$ cat src/rtl/mul_add_seq.sv
// Sequential shift-add multiply-accumulate p = q*d + r (unsigned).
// Optional range check on the result and operands: MULADD_CHK_EN adds ovf.
module mul_add_seq #(
   parameter int WN = 8,
   parameter int WD = 6
) (
   input  logic             clk,
   input  logic             reset_n,
   input  logic             start,
   input  logic [WN-1:0]    q_in,
   input  logic [WD-1:0]    d_in,
   input  logic [WD-1:0]    r_in,
   output logic             busy,
   output logic             done,
   output logic [WN+WD-1:0] p_out
`ifdef MULADD_CHK_EN
   ,
   output logic             ovf
`endif
);

   localparam int WP = WN + WD;
   localparam int CW = (WN > 1) ? $clog2(WN) : 1;

   typedef enum logic [1:0] {
      IDLE,
      RUN,
      DONE
   } state_t;

   state_t          state_q, state_d;
   logic [WN-1:0]   mq_q, mq_d;
   logic [WP-1:0]   md_q, md_d;
   logic [WP-1:0]   acc_q, acc_d;
   logic [WP-1:0]   p_q, p_d;
   logic [CW-1:0]   cnt_q, cnt_d;
   logic            done_q, done_d;

   always_ff @(posedge clk or negedge reset_n) begin
      if (!reset_n) begin
         state_q <= IDLE;
      end else begin
         state_q <= state_d;
      end
   end

   always_comb begin
      state_d = state_q;
      unique case (state_q)
         IDLE:    if (start) state_d = RUN;
         RUN:     if (cnt_q == CW'(WN - 1)) state_d = DONE;
         DONE:    state_d = IDLE;
         default: state_d = IDLE;
      endcase
   end

   always_comb begin
      busy  = (state_q != IDLE);
      done  = done_q;
      p_out = p_q;
   end

   // Datapath: operands are latched on the start edge, so inputs may change after.
   always_comb begin
      mq_d   = mq_q;
      md_d   = md_q;
      acc_d  = acc_q;
      cnt_d  = cnt_q;
      p_d    = p_q;
      done_d = (state_q == DONE);
      unique case (state_q)
         IDLE: begin
            if (start) begin
               mq_d  = q_in;
               md_d  = {{WN{1'b0}}, d_in};
               acc_d = {{WN{1'b0}}, r_in};
               cnt_d = '0;
            end
         end
         RUN: begin
            if (mq_q[0]) acc_d = acc_q + md_q;
            mq_d  = mq_q >> 1;
            md_d  = md_q << 1;
            cnt_d = cnt_q + 1'b1;
         end
         DONE:    p_d = acc_q;
         default: ;
      endcase
   end

   always_ff @(posedge clk or negedge reset_n) begin
      if (!reset_n) begin
         mq_q   <= '0;
         md_q   <= '0;
         acc_q  <= '0;
         cnt_q  <= '0;
         p_q    <= '0;
         done_q <= 1'b0;
      end else begin
         mq_q   <= mq_d;
         md_q   <= md_d;
         acc_q  <= acc_d;
         cnt_q  <= cnt_d;
         p_q    <= p_d;
         done_q <= done_d;
      end
   end

`ifdef MULADD_CHK_EN
   // A legal divider triple has r < d and a numerator that fits in WN bits.
   logic [WD-1:0] rl_q, rl_d;
   logic [WD-1:0] dl_q, dl_d;
   logic          ovf_q, ovf_d;

   always_comb begin
      rl_d  = rl_q;
      dl_d  = dl_q;
      ovf_d = ovf_q;
      if (state_q == IDLE && start) begin
         rl_d = r_in;
         dl_d = d_in;
      end
      if (state_q == DONE) begin
         ovf_d = (rl_q >= dl_q) ||
                 (acc_q > {{WD{1'b0}}, {WN{1'b1}}});
      end
   end

   always_ff @(posedge clk or negedge reset_n) begin
      if (!reset_n) begin
         rl_q  <= '0;
         dl_q  <= '0;
         ovf_q <= 1'b0;
      end else begin
         rl_q  <= rl_d;
         dl_q  <= dl_d;
         ovf_q <= ovf_d;
      end
   end

   assign ovf = ovf_q;
`endif

endmodule

$ cat config.mk
export PLATFORM = sky130hd
export DESIGN_NAME = mul_add_seq
export DESIGN_NICKNAME = d
export VERILOG_FILES = /design/src/rtl/mul_add_seq.sv
export SDC_FILE = /design/constraint.sdc
export NUM_CORES = 1
export LEC_CHECK = 0
export ABC_AREA = 1
export CAP_MARGIN = 40
export CORE_ASPECT_RATIO = 1.1
export CORE_MARGIN = 2
export CORE_UTILIZATION = 23
export DETAILED_ROUTE_END_ITERATION = 6
export PLACE_DENSITY_LB_ADDON = 0.15
export SYNTH_ARGS = -nofsm -noshare
export SYNTH_HDL_FRONTEND = slang
export SYNTH_SLANG_ARGS = --single-unit
$ cat constraint.sdc
create_clock -name clk -period 4.9 [get_ports clk]
set_clock_uncertainty 0.1 [all_clocks]
set_input_delay 0.735 -clock clk [delete_from_list [all_inputs] [get_ports clk]]
set_output_delay 0.735 -clock clk [all_outputs]
set_load 0.03 [all_outputs]
==> impl_results.md, run 1 <==
- Outcome: complete, no violations
- Worst skew pair latency: 310 ps
- Met2 Use GR: 0.178
- Hpwl dp: 5660 um
- Final Power: ~2.6 mW
- Ys flop type: dfrtp_1
- Post-Syn Instances: between 300 and 400
- Worst hold path type: flop to flop
- Seq. cell area: between 0.001 and 0.0015 sq mm
- Clock period minus worst slack: between 2000 and 2500 ps
- Post-synthesis sequential area ratio: 0.458
- Dpl cells: around 580
- Reg clk slew, reported paths: 80 ps
- Max_cap viols: 0
- GRT Max-Usage Layer: met2
- Fin. max-slew vios: 0
- Die area: 0.0143 sq mm
- Synth Register Bits: 56
- Post-synth EDFFs: 0
- RSZ-0062 raised after global routing: no
- Fin crit share: 0.506
- Total grt overflow: 0
- # H-tree levels: 2
- Vias in the first global route: 2502
- Met1 Resource Use GR: 0.151
- Vias per inst: roughly 4.3
- Footprint of the multi-input gates: ~0.0014 sq mm
- Starting density of the core: 0.234
- Post-CTS Setup Bufs: 0
- Power Density: 688 mW/mm^2
- Max_slew headroom: 0.507
- CTS resizes: 0
- Maximum VDD drop: between 0.15 and 0.2 mV
- RePlAce Congestion: around 0.86
- Fraction of registers with async set/reset: 1.00
- Cts hold-fix bufs: 0
- Crit path launch type: flop
- CTS tree: done
- Final antenna-violating net count: 0
- Cell Area, Placed: 0.00357 sq mm
- Nets: approximately 470
- DIE WIDTH: 114 um
- Antenna cell count: 0
- Num Clock Sinks: 56
- Worst EP arrival: 1640 ps
- Critical Path RT: ~4100 ps
- First-pass GRT wire length: roughly 13000 um
- Total negative slack: 0 ps
- CTS Buffer Depth: 2
- Filler cells: 1437
- Slew @ Worst Pin: 739 ps
- # DRC: 0
- Worst-path fanout max: 6
- Root buf cell: clkbuf_16
- IO Pins: 39
- Setup CP Type: flop to output pin
- Fin util: 0.284
- Final wirelength: 7620 um
- Final hold viol count: 0
- Via count: 2548
- Fin cells: 589
- Synthesized area per cell: between 7 and 8 sq um
- Share of post-route cells with drive strength above 1: 0.0584
- Gr usage total: 0.112
- Row cnt: 44
- CP endpoint kind: output pin
- Largest net degree at the start of global routing: 57
- GR Util met3: 0.0189
- Post-synth cell types: 30
- Cell Area, Synth: 0.00306 sq mm
- Initial antenna violation count: 0
- Cell area after layout: 0.00373 sq mm
- Iter 0 DRT Violations: 99
- Core area: 0.0131 sq mm
- Layout area overhead: 21.7%
- Leading cell type in the layout, fill and taps excluded: nand2_1
- Leak: 1.87 nW
- PortBufs: 38
- First-pass DRT Iterations: 4
- # setup viols final: 0
- Yosys warnings: 0
- Die Span Y: 125 um
- WL per Instance: about 13 um
- Most frequent cells in the layout: 133 x nand2_1, 56 x dfrtp_1, 44 x inv_1
- Peak Freq: 0.404 GHz
- Num CTS Buffers: 5
- Mapped Nets: 429
-- worst max-delay path: stages, from the launching register on --
cell and delay [ps]:
dfrtp_1 470, nor2_1 220, inv_1 60, clkdlybuf4s50_1 590
-- layout make-up --
type,count,share of cell area
inverters,48,0.0490
clock buffers,5,0.0336
multi-input cells,276,0.375
repair buffers,40,0.105
clock inverters,3,0.00772
flip-flops and latches,56,0.376
well taps,161,0.0540
-- per-layer routing --
layer | part of all wire | up-vias
met5 | 0 | -
met1 | 0.49 | 1179
met4 | 0.017 | 0
met2 | 0.46 | 39
li1 | - | 1323
met3 | 0.032 | 7
-- registers in the layout, summed over array words and instances (netlist names) --
register / count
md_q: 14
acc_q: 14
p_out: 14
state_q: 2
cnt_q: 3
done: 1
mq_q: 8
-- cell families (layout without fill, tap and decap cells) --
family	after synthesis	in the layout	share of synthesized area
xor+xnor	3	3	0.00858
simple gates	195	195	0.263
flops	56	56	0.458
compound gates	62	62	0.117
buf+inv	58	96	0.0858
fa+ha+maj	16	16	0.0678
-- worst paths after layout --
kind	slack, ps	endpoint	cells past startpoint	start
setup reg to reg	2870	acc_q[8]	9	md_q[0]
hold / removal	370	p_out[9]	2	p_out[9]
min in group asynchronous	480	mq_q[4]	2	reset_n
max in group asynchronous	3740	acc_q[1]	2	reset_n
hold reg to reg	370	p_out[9]	2	p_out[9]
setup / recovery	2420	busy	3	state_q[0]
-- cell usage after synthesis, types with 2 or more instances --
library cell  instances  area share
o21ai_0              19       0.031
buf_2                 4      0.0065
inv_1                44       0.054
nand2_1             133        0.16
nor2_1               34       0.042
buf_6                 3       0.011
a31oi_1               2      0.0041
dfrtp_1              56        0.46
a22oi_1               2      0.0049
o22ai_1               8       0.016
xor2_1                3      0.0086
inv_2                 3      0.0037
nand4_1               2      0.0041
ha_1                 15       0.061
nand3_1              18       0.029
nand2_2               4      0.0082
a21oi_1              24       0.039
a21oi_2               2      0.0057
a22o_1                3      0.0086
-- power by group --
part	total, mW	leakage [nW]	switching (mW)	internal (mW)
sequential	0.812	0.685	0.149	0.664
combinational	1.37	1.11	0.854	0.513
clock	0.386	0.0767	0.188	0.198
-- through the flow --
step / setup WS (ps) / hold slack, ps
3_3_place_gp: 2450 / 355
2_1_floorplan: 3140 / 339
3_5_place_dp: 2400 / 359
6_report: 2420 / 374
5_1_grt: 2360 / 399
4_1_cts: 2400 / 376
(Power assumes the default switching activity.)
==> run 2: changes to the inputs <==
clock period = 2.3 ns   (was 4.9 ns; I/O delays follow)
==> impl_results.md, run 2 (synthesized netlist as in run 1, its figures left out) <==
- Num Clock Sinks: 56
- Setup ws final: 254 ps
- RSZ-0062 raised after global routing: no
- Cell area after layout: 0.00377 sq mm
- Setup CP Type: flop to output pin
- Largest stage delay, worst path: 660 ps
- CP max-delay cell: clkdlybuf4s50_1
- Core area: roughly 0.013 sq mm
- Via count: roughly 2.6k
- CP endpoint kind: output pin
- Slew @ Worst Pin: 402 ps
- Total grt overflow: 0
- First-pass GRT wire length: 13100 um
- Nets: ~470
- Max_slew headroom: 0.732
- Fin. max-slew vios: 0
- # setup viols final: 0
- Total negative slack: 0 ps
- Outcome: complete, no violations
- CTS tree: done
- Worst hold path type: flop to flop
- Die Span Y: 125 um
- Peak Freq: 0.489 GHz
- Worst-path fanout max: 6
- Critical Path RT: 1860 ps
- Final antenna-violating net count: 0
- Max_cap viols: 0
- Final hold viol count: 0
- Worst EP arrival: ~1600 ps
- # H-tree levels: 2
- Post-CTS Setup Bufs: 0
- Crit path launch type: flop
- Fin crit share: 0.890
- Final Power: 5.47 mW
- Worst skew pair latency: 310 ps
- CTS resizes: 0
- Initial antenna violation count: 0
- Most frequent cells in the layout: 133 x nand2_1, 56 x dfrtp_1, 44 x inv_1
- CTS Buffer Depth: 2
- Leading cell type in the layout, fill and taps excluded: nand2_1
- RePlAce Congestion: 0.832
- Root buf cell: clkbuf_16
- Starting density of the core: 0.234
- Reg clk slew, reported paths: approximately 80 ps
- WL per Instance: 13.0 um
- # DRC: 0
- Maximum VDD drop: 0.380 mV
- Largest net degree at the start of global routing: 23
- Vias per inst: 4.34
- Worst path cell trace: nor2_1, inv_1, clkdlybuf4s50_1
- Antenna cell count: 0
- Dpl cells: 585
- PortBufs: 38
- Leak: 1.89 nW
- Row cnt: 44
- Layout area overhead: 23.0%
- Place WS: approximately 340 ps
- Fin cells: 594
- Power Density: 1450 mW/mm^2
- Hpwl dp: 5850 um
- Gr usage total: 0.114
- DIE WIDTH: 114 um
- Cell Area, Placed: 0.00360 sq mm
- Vias in the first global route: between 2k and 3k
- Iter 0 DRT Violations: 97
- Num CTS Buffers: 5
- Final wirelength: 7730 um
- Clock period minus worst slack: 2050 ps
- Share of post-route cells with drive strength above 1: 0.0670
- IO Pins: 39
- Die area: approximately 0.014 sq mm
- First-pass DRT Iterations: 4
## run 2: cell count changes in the layout (fill, tap and decap cells not counted), sizes merged
| cell | delta |
|---|---|
| buf | +4 |
| dlygate4sd3 | +1 |
| inv | -2 |
| clkinv | +1 |
| clkinvlp | +1 |
## run 2: per-stage QoR
step                 util  hold slack (ps)
floorplan               -            -50.6
global placement    0.275              188
detailed placement  0.275              196
CTS                 0.287              377
global route        0.287              396
finish              0.287              372
## run 2: per-layer routing
layer  global-route usage  up-vias  share of wire
met5                    0        -              0
li1                     -     1324              -
met1                0.153     1211           0.49
met2                0.189       36           0.47
met3               0.0160        6          0.024
met4               0.0409        0          0.015
## run 2: timing repair
action	4_1_cts	5_1_grt
hold buffers	1	0
setup endpoints to repair	0	0
endpoints found under the hold margin	14	0
## run 2: worst max-delay path: cells and delay by family, from the launching register on
kind,cells,cell delay (ps)
buffers and inverters,2,720
DFF,1,480
and+or+nand+nor,1,100
## run 2: power breakdown
| part | switching [mW] | total, mW | internal [mW] |
|---|---|---|---|
| combinational | 1.81 | 2.92 | 1.12 |
| clock | 0.405 | 0.820 | 0.415 |
| sequential | 0.314 | 1.73 | 1.41 |
| total | 2.53 | 5.47 | 2.94 |
## run 2: layout make-up
| class | instances | area (sq um) |
|---|---|---|
| fill | 1431 | 9340 |
| clock buffer | 5 | 125 |
| clock inverter | 3 | 27.5 |
| sequential | 56 | 1400 |
| timing repair buffer | 45 | 430 |
| tap | 161 | 201 |
| multi-input combinational | 276 | 1400 |
| inverter | 48 | 183 |
## run 2: final timing paths
check                            from       end  slack [ps]  cells after the start
min in group asynchronous     reset_n   md_q[7]         380                      2
max                        state_q[0]      busy         250                      3
max reg2reg                   md_q[0]  acc_q[8]         340                      9
min                          p_out[5]  p_out[5]         370                      2
max in group asynchronous     reset_n  p_out[4]        1070                      3
min reg2reg                  p_out[5]  p_out[5]         370                      2
